==> config.mk <==
export PLATFORM = sky130hd
export DESIGN_NAME = adc_lane_serializer
export DESIGN_NICKNAME = d
export VERILOG_FILES = /design/src/rtl/adc_pkg.sv /design/src/rtl/adc_word_fifo.sv /design/src/rtl/adc_lane_serializer.sv
export SDC_FILE = /design/constraint.sdc
export NUM_CORES = 1
export LEC_CHECK = 0
export CORE_MARGIN = 8
export CORE_UTILIZATION = 40
export DETAILED_ROUTE_END_ITERATION = 8
export PLACE_DENSITY = 0.69
export SLEW_MARGIN = 20
export SYNTH_ARGS = -nofsm -noshare
export SYNTH_HDL_FRONTEND = slang
export SYNTH_SLANG_ARGS = --single-unit
==> constraint.sdc <==
create_clock -name clkin -period 12.7 [get_ports clkin]
set_input_delay 1.27 -clock clkin [delete_from_list [all_inputs] [get_ports clkin]]
set_output_delay 1.27 -clock clkin [all_outputs]
set_load 0.01 [all_outputs]
==> src/rtl/adc_pkg.sv <==
// Shared types and helpers for the ADC lane serializer.
//   DEFAULT_WIDTH : default bits per I or Q sample
//   sample_t      : one sample at the default width
//   lane_idx_w()  : width of a lane index for a given lane count (never below 1)
package adc_pkg;

  localparam int unsigned DEFAULT_WIDTH = 16;

  typedef logic [DEFAULT_WIDTH-1:0] sample_t;

  function automatic int unsigned lane_idx_w(input int unsigned lanes);
    return (lanes > 1) ? $clog2(lanes) : 1;
  endfunction

endpackage

==> src/rtl/adc_word_fifo.sv <==
// Generic synchronous circular FIFO with full/empty flags and the head word
// presented from registered storage (no flow-through from wr_data).
// Ports:
//   clkin   : clock, rising edge
//   resetn  : synchronous active-low reset, empties the FIFO
//   wr_en   : push wr_data (ignored while full)
//   wr_data : word to push
//   rd_en   : pop the head word (ignored while empty)
//   full    : DEPTH words held
//   empty   : no words held
//   head    : oldest word; only meaningful while !empty
module adc_word_fifo #(
  parameter int unsigned DW    = 64,
  parameter int unsigned DEPTH = 2
) (
  input  logic          clkin,
  input  logic          resetn,
  input  logic          wr_en,
  input  logic [DW-1:0] wr_data,
  input  logic          rd_en,
  output logic          full,
  output logic          empty,
  output logic [DW-1:0] head
);

  localparam int unsigned AW = (DEPTH > 1) ? $clog2(DEPTH) : 1;
  localparam logic [AW:0] PtrOne = (AW+1)'(1);

  // Pointers carry one extra wrap bit so full and empty are distinguishable.
  logic [AW:0]   wr_ptr_q, wr_ptr_d;
  logic [AW:0]   rd_ptr_q, rd_ptr_d;
  logic [DW-1:0] mem_q [DEPTH];
  logic          do_wr, do_rd;

  assign empty = (wr_ptr_q == rd_ptr_q);
  assign full  = (wr_ptr_q[AW] != rd_ptr_q[AW]) && (wr_ptr_q[AW-1:0] == rd_ptr_q[AW-1:0]);
  assign do_wr = wr_en && !full;
  assign do_rd = rd_en && !empty;
  assign head  = mem_q[rd_ptr_q[AW-1:0]];

  always_comb begin
    wr_ptr_d = wr_ptr_q;
    rd_ptr_d = rd_ptr_q;
    if (do_wr) wr_ptr_d = wr_ptr_q + PtrOne;
    if (do_rd) rd_ptr_d = rd_ptr_q + PtrOne;
  end

  always_ff @(posedge clkin) begin
    if (!resetn) begin
      wr_ptr_q <= '0;
      rd_ptr_q <= '0;
    end else begin
      wr_ptr_q <= wr_ptr_d;
      rd_ptr_q <= rd_ptr_d;
    end
  end

  // Storage needs no reset: it is only observed through head while non-empty.
  always_ff @(posedge clkin) begin
    if (resetn && do_wr) mem_q[wr_ptr_q[AW-1:0]] <= wr_data;
  end

endmodule

==> src/rtl/adc_lane_serializer.sv <==
// Buffers parallel ADC words (LANES time-ordered I/Q pairs) and emits one I/Q
// pair per output beat, lane 0 first, over a valid/ready stream.
// Ports:
//   clkin, resetn          : clock and synchronous active-low reset
//   i_in, q_in, in_valid   : input word, lane k at [k*WIDTH +: WIDTH]
//   in_ready               : buffer has room (depends on state only)
//   i_out, q_out, out_lane : current pair and its lane index
//   out_last, out_valid    : last lane of a word / pair present
//   out_ready              : downstream accepts the pair
//   overflow, clear_ovf    : sticky drop flag and its clear (set wins)
//   sample_cnt             : accepted output pairs, wrapping
module adc_lane_serializer
  import adc_pkg::*;
#(
  parameter int unsigned WIDTH = DEFAULT_WIDTH,
  parameter int unsigned LANES = 2,
  parameter int unsigned DEPTH = 2,
  parameter int unsigned CNT_W = 32
) (
  input  logic                          clkin,
  input  logic                          resetn,
  input  logic [LANES*WIDTH-1:0]        i_in,
  input  logic [LANES*WIDTH-1:0]        q_in,
  input  logic                          in_valid,
  output logic                          in_ready,
  output logic [WIDTH-1:0]              i_out,
  output logic [WIDTH-1:0]              q_out,
  output logic [lane_idx_w(LANES)-1:0]  out_lane,
  output logic                          out_last,
  output logic                          out_valid,
  input  logic                          out_ready,
  output logic                          overflow,
  input  logic                          clear_ovf,
  output logic [CNT_W-1:0]              sample_cnt
);

  localparam int unsigned LW  = lane_idx_w(LANES);
  localparam int unsigned HW  = LANES * WIDTH;
  localparam logic [LW-1:0] LastLane = LW'(LANES - 1);

  logic [2*HW-1:0]  head;
  logic [HW-1:0]    head_i, head_q;
  logic             full, empty;
  logic [LW-1:0]    lane_q, lane_d;
  logic             ovf_q, ovf_d;
  logic [CNT_W-1:0] cnt_q, cnt_d;
  logic             last_lane, xfer, pop;
  logic [WIDTH-1:0] i_sel, q_sel;

  // Q occupies the upper half of each stored word.
  adc_word_fifo #(
    .DW    (2 * HW),
    .DEPTH (DEPTH)
  ) u_fifo (
    .clkin   (clkin),
    .resetn  (resetn),
    .wr_en   (in_valid),
    .wr_data ({q_in, i_in}),
    .rd_en   (pop),
    .full    (full),
    .empty   (empty),
    .head    (head)
  );

  assign head_i    = head[HW-1:0];
  assign head_q    = head[2*HW-1:HW];
  assign in_ready  = !full;
  assign out_valid = !empty;
  assign last_lane = (lane_q == LastLane);
  assign xfer      = out_valid && out_ready;
  assign pop       = xfer && last_lane;

  always_comb begin
    i_sel = '0;
    q_sel = '0;
    for (int k = 0; k < LANES; k++) begin
      if (lane_q == LW'(k)) begin
        i_sel = head_i[k*WIDTH +: WIDTH];
        q_sel = head_q[k*WIDTH +: WIDTH];
      end
    end
  end

  // Gate with out_valid so an empty buffer shows zeros, not stale storage.
  assign i_out      = out_valid ? i_sel : '0;
  assign q_out      = out_valid ? q_sel : '0;
  assign out_lane   = lane_q;
  assign out_last   = out_valid && last_lane;
  assign overflow   = ovf_q;
  assign sample_cnt = cnt_q;

  always_comb begin
    lane_d = lane_q;
    cnt_d  = cnt_q;
    ovf_d  = ovf_q;
    if (xfer) begin
      lane_d = last_lane ? '0 : lane_q + LW'(1);
      cnt_d  = cnt_q + CNT_W'(1);
    end
    if (in_valid && !in_ready) ovf_d = 1'b1;
    else if (clear_ovf)        ovf_d = 1'b0;
  end

  always_ff @(posedge clkin) begin
    if (!resetn) begin
      lane_q <= '0;
      ovf_q  <= 1'b0;
      cnt_q  <= '0;
    end else begin
      lane_q <= lane_d;
      ovf_q  <= ovf_d;
      cnt_q  <= cnt_d;
    end
  end

endmodule

=== Yosys cells after proc, flatten, opt, wreduce, memory -nomap -nowiden ===
Memories as Yosys holds them, arrays and structs flattened. A register that Yosys moved wholly into a read port is not among the register bits.
Index checks and enable logic that the tools add are counted.

* Memory bits (writable): 128
* Output and inout bits: 69
* Latch bits: 0
* Memories: 1
* Memory bits (read-only): 0
* Bits in registers: 38

{| class="wikitable"
|+ Memory list
! memory !! words !! width !! rd ports !! clocked after memory_dff !! wr ports !! line !! RTL
|-
| u_fifo.mem_q || 2 || 64 || 1 || 1 || 1 || adc_word_fifo.sv:32 || <nowiki>logic [DW-1:0] mem_q [DEPTH];</nowiki>
|}

* $mul: 0
* Div/mod/pow operators: 0
* Add/subtract/negate cells: 4
* Bitwise gates (word level): 0
* Shifts and indexed selects: 0
* Equal/unequal tests: 3
* Multiplexer cells: 11
* Reductions and logical operators: 11
* Magnitude comparators: 0

{| class="wikitable"
|+ Operators by type and width
! operator !! number
|-
| $mux 16 || 4
|-
| $add 32x1->32 const B || 1
|-
| $logic_and 1x1->1 || 8
|-
| $mux 1 || 7
|-
| $add 2x1->2 const B || 2
|-
| $eq 2x2->1 || 1
|-
| $logic_not 1->1 || 2
|-
| $reduce_bool 2->1 || 1
|-
| $add 1x1->1 const B || 1
|-
| $eq 1x1->1 || 1
|-
| $ne 1x1->1 || 1
|}

=== Logic depth before layout (Yosys ltp) ===
* Depth in word-level cells: 7
* Gate-level depth with buffers: 6

=== Cells and area by module ===
A second synthesis with hierarchy kept.

* Cell total of the unflattened synthesis: 497
* Area total of the unflattened synthesis: 6993.0 um^2

{| class="wikitable"
|+ Modules (own cells, without submodules)
! module !! times used !! area each (um^2) !! cells each
|-
| adc_word_fifo || 1 || 4879.7 || 233
|-
| adc_lane_serializer || 1 || 2113.3 || 264
|}

=== Worst setup path after synthesis ===
No wires, ideal clock.

* Path kind: input -> register
* From: input resetn
* To: memory u_fifo.mem_q[0][0] (enable)
* Setup slack: 8.174 ns
* Cell stages on the path: 2
* Data arrival time: 4.040 ns
* Setup time: 0.486 ns
* Cell sequence: nand3_1 nor2_1

* Longest elaborated chain between the ends: 3

{| class="wikitable"
|+ RTL lines
! what !! line !! RTL
|-
| start, declared || adc_lane_serializer.sv:21 || <nowiki>input logic resetn,</nowiki>
|-
| $logic_and 1x1->1 || adc_word_fifo.sv:60 || <nowiki>if (resetn && do_wr) mem_q[wr_ptr_q[AW-1:0]] <= wr_data;</nowiki>
|-
| $mux 1 || adc_word_fifo.sv:60 ||
|-
| $mux 1 (not written as such) || adc_word_fifo.sv:60 ||
|-
| end, declared || adc_word_fifo.sv:32 ||
|}

Every way passes these cells.

=== Final worst setup path ===
* From: register u_fifo.wr_ptr_q[1]
* To: output i_out[13]

* Longest elaborated chain between the ends: 2

{| class="wikitable"
|+ RTL lines
! what !! line !! RTL
|-
| start, declared || adc_word_fifo.sv:30 || <nowiki>logic [AW:0] wr_ptr_q, wr_ptr_d;</nowiki>
|-
| start signal, assigned || adc_word_fifo.sv:53 || <nowiki>wr_ptr_q <= wr_ptr_d;</nowiki>
|-
| $eq 2x2->1 || adc_word_fifo.sv:35 || <nowiki>assign empty = (wr_ptr_q == rd_ptr_q);</nowiki>
|-
| $mux 16 || adc_lane_serializer.sv:85 || <nowiki>assign i_out = out_valid ? i_sel : '0;</nowiki>
|-
| end, declared || adc_lane_serializer.sv:26 || <nowiki>output logic [WIDTH-1:0] i_out,</nowiki>
|}

Every way passes these cells.

==> impl_results.md <==
- Root Driver: clkbuf_16
- I/O Pins: 138
- Hold WS: 0.493 ns
- Input/output buffers: 137
- Hold Path Depth: 2
- Starting Density: 0.408
- WL final: 14500 µm
- Sequential element share of the synthesized area: 0.686
- Post-Place Cells: 764
- Area of the die: 21300 µm²
- Startpoint types: flip-flop
- Crit path time final: 4.06 ns
- Global-route wire length before repair: 23800 µm
- DR DRC count: 0
- Peak supply drop: 0.0919 mV
- Final core utilization: 0.541
- Synth Register Bits: 167
- Clk_skew: 0.0123 ns
- Gpl congestion: 0.763
- Fin Setup TNS: 0 ns
- Vias in the first global route: 4575
- Largest net degree at the start of global routing: 65
- Mapped Area: 6740 µm²
- Global Route Usage Sum: 0.141
- R2r setup slk: 10.03 ns
- Worst Path Required: 11.43 ns
- Clock buffer depth: 2
- H-tree depth: 4
- Ys async rst share: 0
- TritonCTS buffer count: 17
- Slew @ Worst Pin: 0.979 ns
- Die Y: 146 µm
- Fin cells: 796
- Wire length per cell: 18.2 µm
- Syn_nets: 495
- Worst Hold Endpoint: sample_cnt[31]$_SDFFE_PN0P_
- Worst hold path class: reg2reg
- Yosys cell types: 38
- Crit path DAT: 2.79 ns
- Hold Vio Cnt, Final: 0
- Synth Warn #: 0
- Area grow syn2layout: 32.6%
- Period utilization: 0.320
- Max Fclk: 246 MHz
- Post-CTS Resized: 0
- Die X: 146 µm
- Final setup violating endpoints: 0
- First-pass iteration count of the detailed router: 5
- Total grt overflow: 0
- CTS Hold Bufs: 0
- Core area: 16500 µm²
- CTS tree: yes
- Share of layout cells above drive strength 1: 0.141
- Post-CTS Setup Inserts: 0
- Initial antenna violation count: 1
- Post-Syn Area per Cell: 15.9 µm²
- Drt initial violations: 247
- Antenna Nets Post-Route: 0
- FF-to-FF End: sample_cnt[15]$_SDFFE_PN0P_
- Detail Placement HPWL: 9840 µm
- Reg2reg path depth: 4
- Worst R2R Start: u_fifo.wr_ptr_q[1]$_SDFFE_PN0P_
- Latest clock arrival within the worst-skew pair: 0.42 ns
- Lkg Pwr: 0.00278 µW
- CP Max Fanout: 34
- Number of clock sinks: 167
- Synth top area cells: edfxtp_1 (57%), dfxtp_1 (12%), mux4_2 (11%)
- CP Capture Type: primary output
- Hold path start: sample_cnt[31]$_SDFFE_PN0P_
- Layout net count: 633
- PD cells: 145 nW/µm²
- N_diodes: 0
- RSZ-0062 raised after global routing: false
- Worst slew margin: 0.345
- Status: finished, final reports clean
- Clk slew on worst S/H paths: 0.06 ns
- Yosys top cell by area: edfxtp_1
- Max cap viols: 0
- Area share of the largest cell type after synthesis: 0.570
- Synth Instances: 425
- Via density: 5.28
- Top FF cell, synth: edfxtp_1
- Row Count: 47
- Post-synth EDFFs: 128
- Setup CP Type: reg2out
- Slew Limit Fails: 0
- Vias: 4204
## power by group
group	internal, µW	switching [µW]
combinational	90.1	77.9
clock	298	209
sequential	614	9.68
total	1000	297
## stage by stage
stage          setup slack [ns]  power [µW]  area [µm²]
3_3_place_gp               9.08         803        8330
3_5_place_dp               9.00         806        8330
4_1_cts                    8.62        1320        8920
2_1_floorplan              8.17         714        6740
6_report                   8.64        1300        8930
5_1_grt                    8.38        1350        8930
## worst max path at each step
stage / startpoint / to / slack, ns / depth (start not counted)
after floorplan: resetn / u_fifo.mem_q[0][0]$_DFFE_PP_ / 8.17 / 2
after global placement: flip-flop / i_out[14] / 9.08 / 4
after detailed placement: out_ready / sample_cnt[15]$_SDFFE_PN0P_ / 9.00 / 4
after CTS: flip-flop / i_out[14] / 8.62 / 4
after global routing: u_fifo.rd_ptr_q[1]$_SDFFE_PN0P_ / i_out[13] / 8.38 / 4
final: u_fifo.wr_ptr_q[1]$_SDFFE_PN0P_ / i_out[13] / 8.64 / 4
## cells in the mapped netlist (8+ instances only)
library cell and number:
a21oi_1 25, clkbuf_1 14, dfxtp_1 39, edfxtp_1 128, mux4_2 32, nand2_1 9, nand3_1 11, nand4_1 8
nor2_1 15, nor2b_1 33, o21ai_0 10, o31ai_1 18, or4_1 16, xor2_1 11
## final cells by class
class / instances / area (µm²)
clock inverter: 12 / 143
timing repair buffer: 143 / 1420
multi-input combinational: 226 / 2000
inverter: 8 / 30.0
clock buffer: 20 / 447
tap: 220 / 275
sequential: 167 / 4630
fill: 1323 / 7590
## cells in the final DEF (no fill, tap or decap), types with 2 or more instances in the layout
master	Yosys	routed
nor2_1	15	12
clkbuf_1	14	2
xor2_1	11	11
nand2b_1	2	2
dfxtp_1	39	37
buf_4	0	6
nand2_1	9	9
inv_1	7	7
o2111ai_1	2	2
nor2b_1	33	33
or4_2	2	2
edfxtp_1	128	128
o211ai_1	5	5
mux4_2	32	32
and4_1	5	5
or4_1	16	16
or4_4	2	2
nor2_4	0	3
clkbuf_16	0	17
clkdlybuf4s50_1	0	137
or3_1	7	7
a21oi_1	25	25
bufinv_16	0	2
nand3_1	11	11
o21ai_0	10	10
dfxtp_2	0	2
xnor2_1	2	2
inv_6	0	3
clkinv_4	0	2
clkinvlp_4	0	3
and3_1	2	2
o31ai_1	18	18
nand4_1	8	8
mux2i_1	2	2
## worst max-delay path: stages, from the launching register on
cell             delay, ns
dfxtp_1               0.40
xor2_1                0.79
nor2_4                0.37
nor2b_1               0.24
clkdlybuf4s50_1       0.57
## layer usage
layer | up-vias | share of wire | track usage
li1 | 1964 | - | -
met1 | 2087 | 0.44 | 0.170
met3 | 17 | 0.064 | 0.0488
met2 | 134 | 0.49 | 0.230
met4 | 2 | 0.0095 | 0.0484
met5 | - | 0.00090 | 0
## logic make-up (layout without fill, tap and decap cells)
family	Yosys count	count (layout)	synth area share
flip-flops	167	167	0.686
AND/OR/NAND/NOR	116	116	0.105
AO/OA/AOI/OAI	62	62	0.0574
multiplexers	34	34	0.110
buffers and inverters	32	183	0.0225
XOR/XNOR	13	13	0.0169
adder cells (fa/ha/maj)	1	1	0.00186
## registers in the layout (all words and copies together) (netlist names), named ones only
| name | flops |
|---|---|
| out_lane | 1 |
| overflow | 1 |
| sample_cnt | 32 |
| u_fifo.mem_q | 128 |
| u_fifo.rd_ptr_q | 2 |
| u_fifo.wr_ptr_q | 2 |
Note: power is estimated with default switching activity, not from simulation.
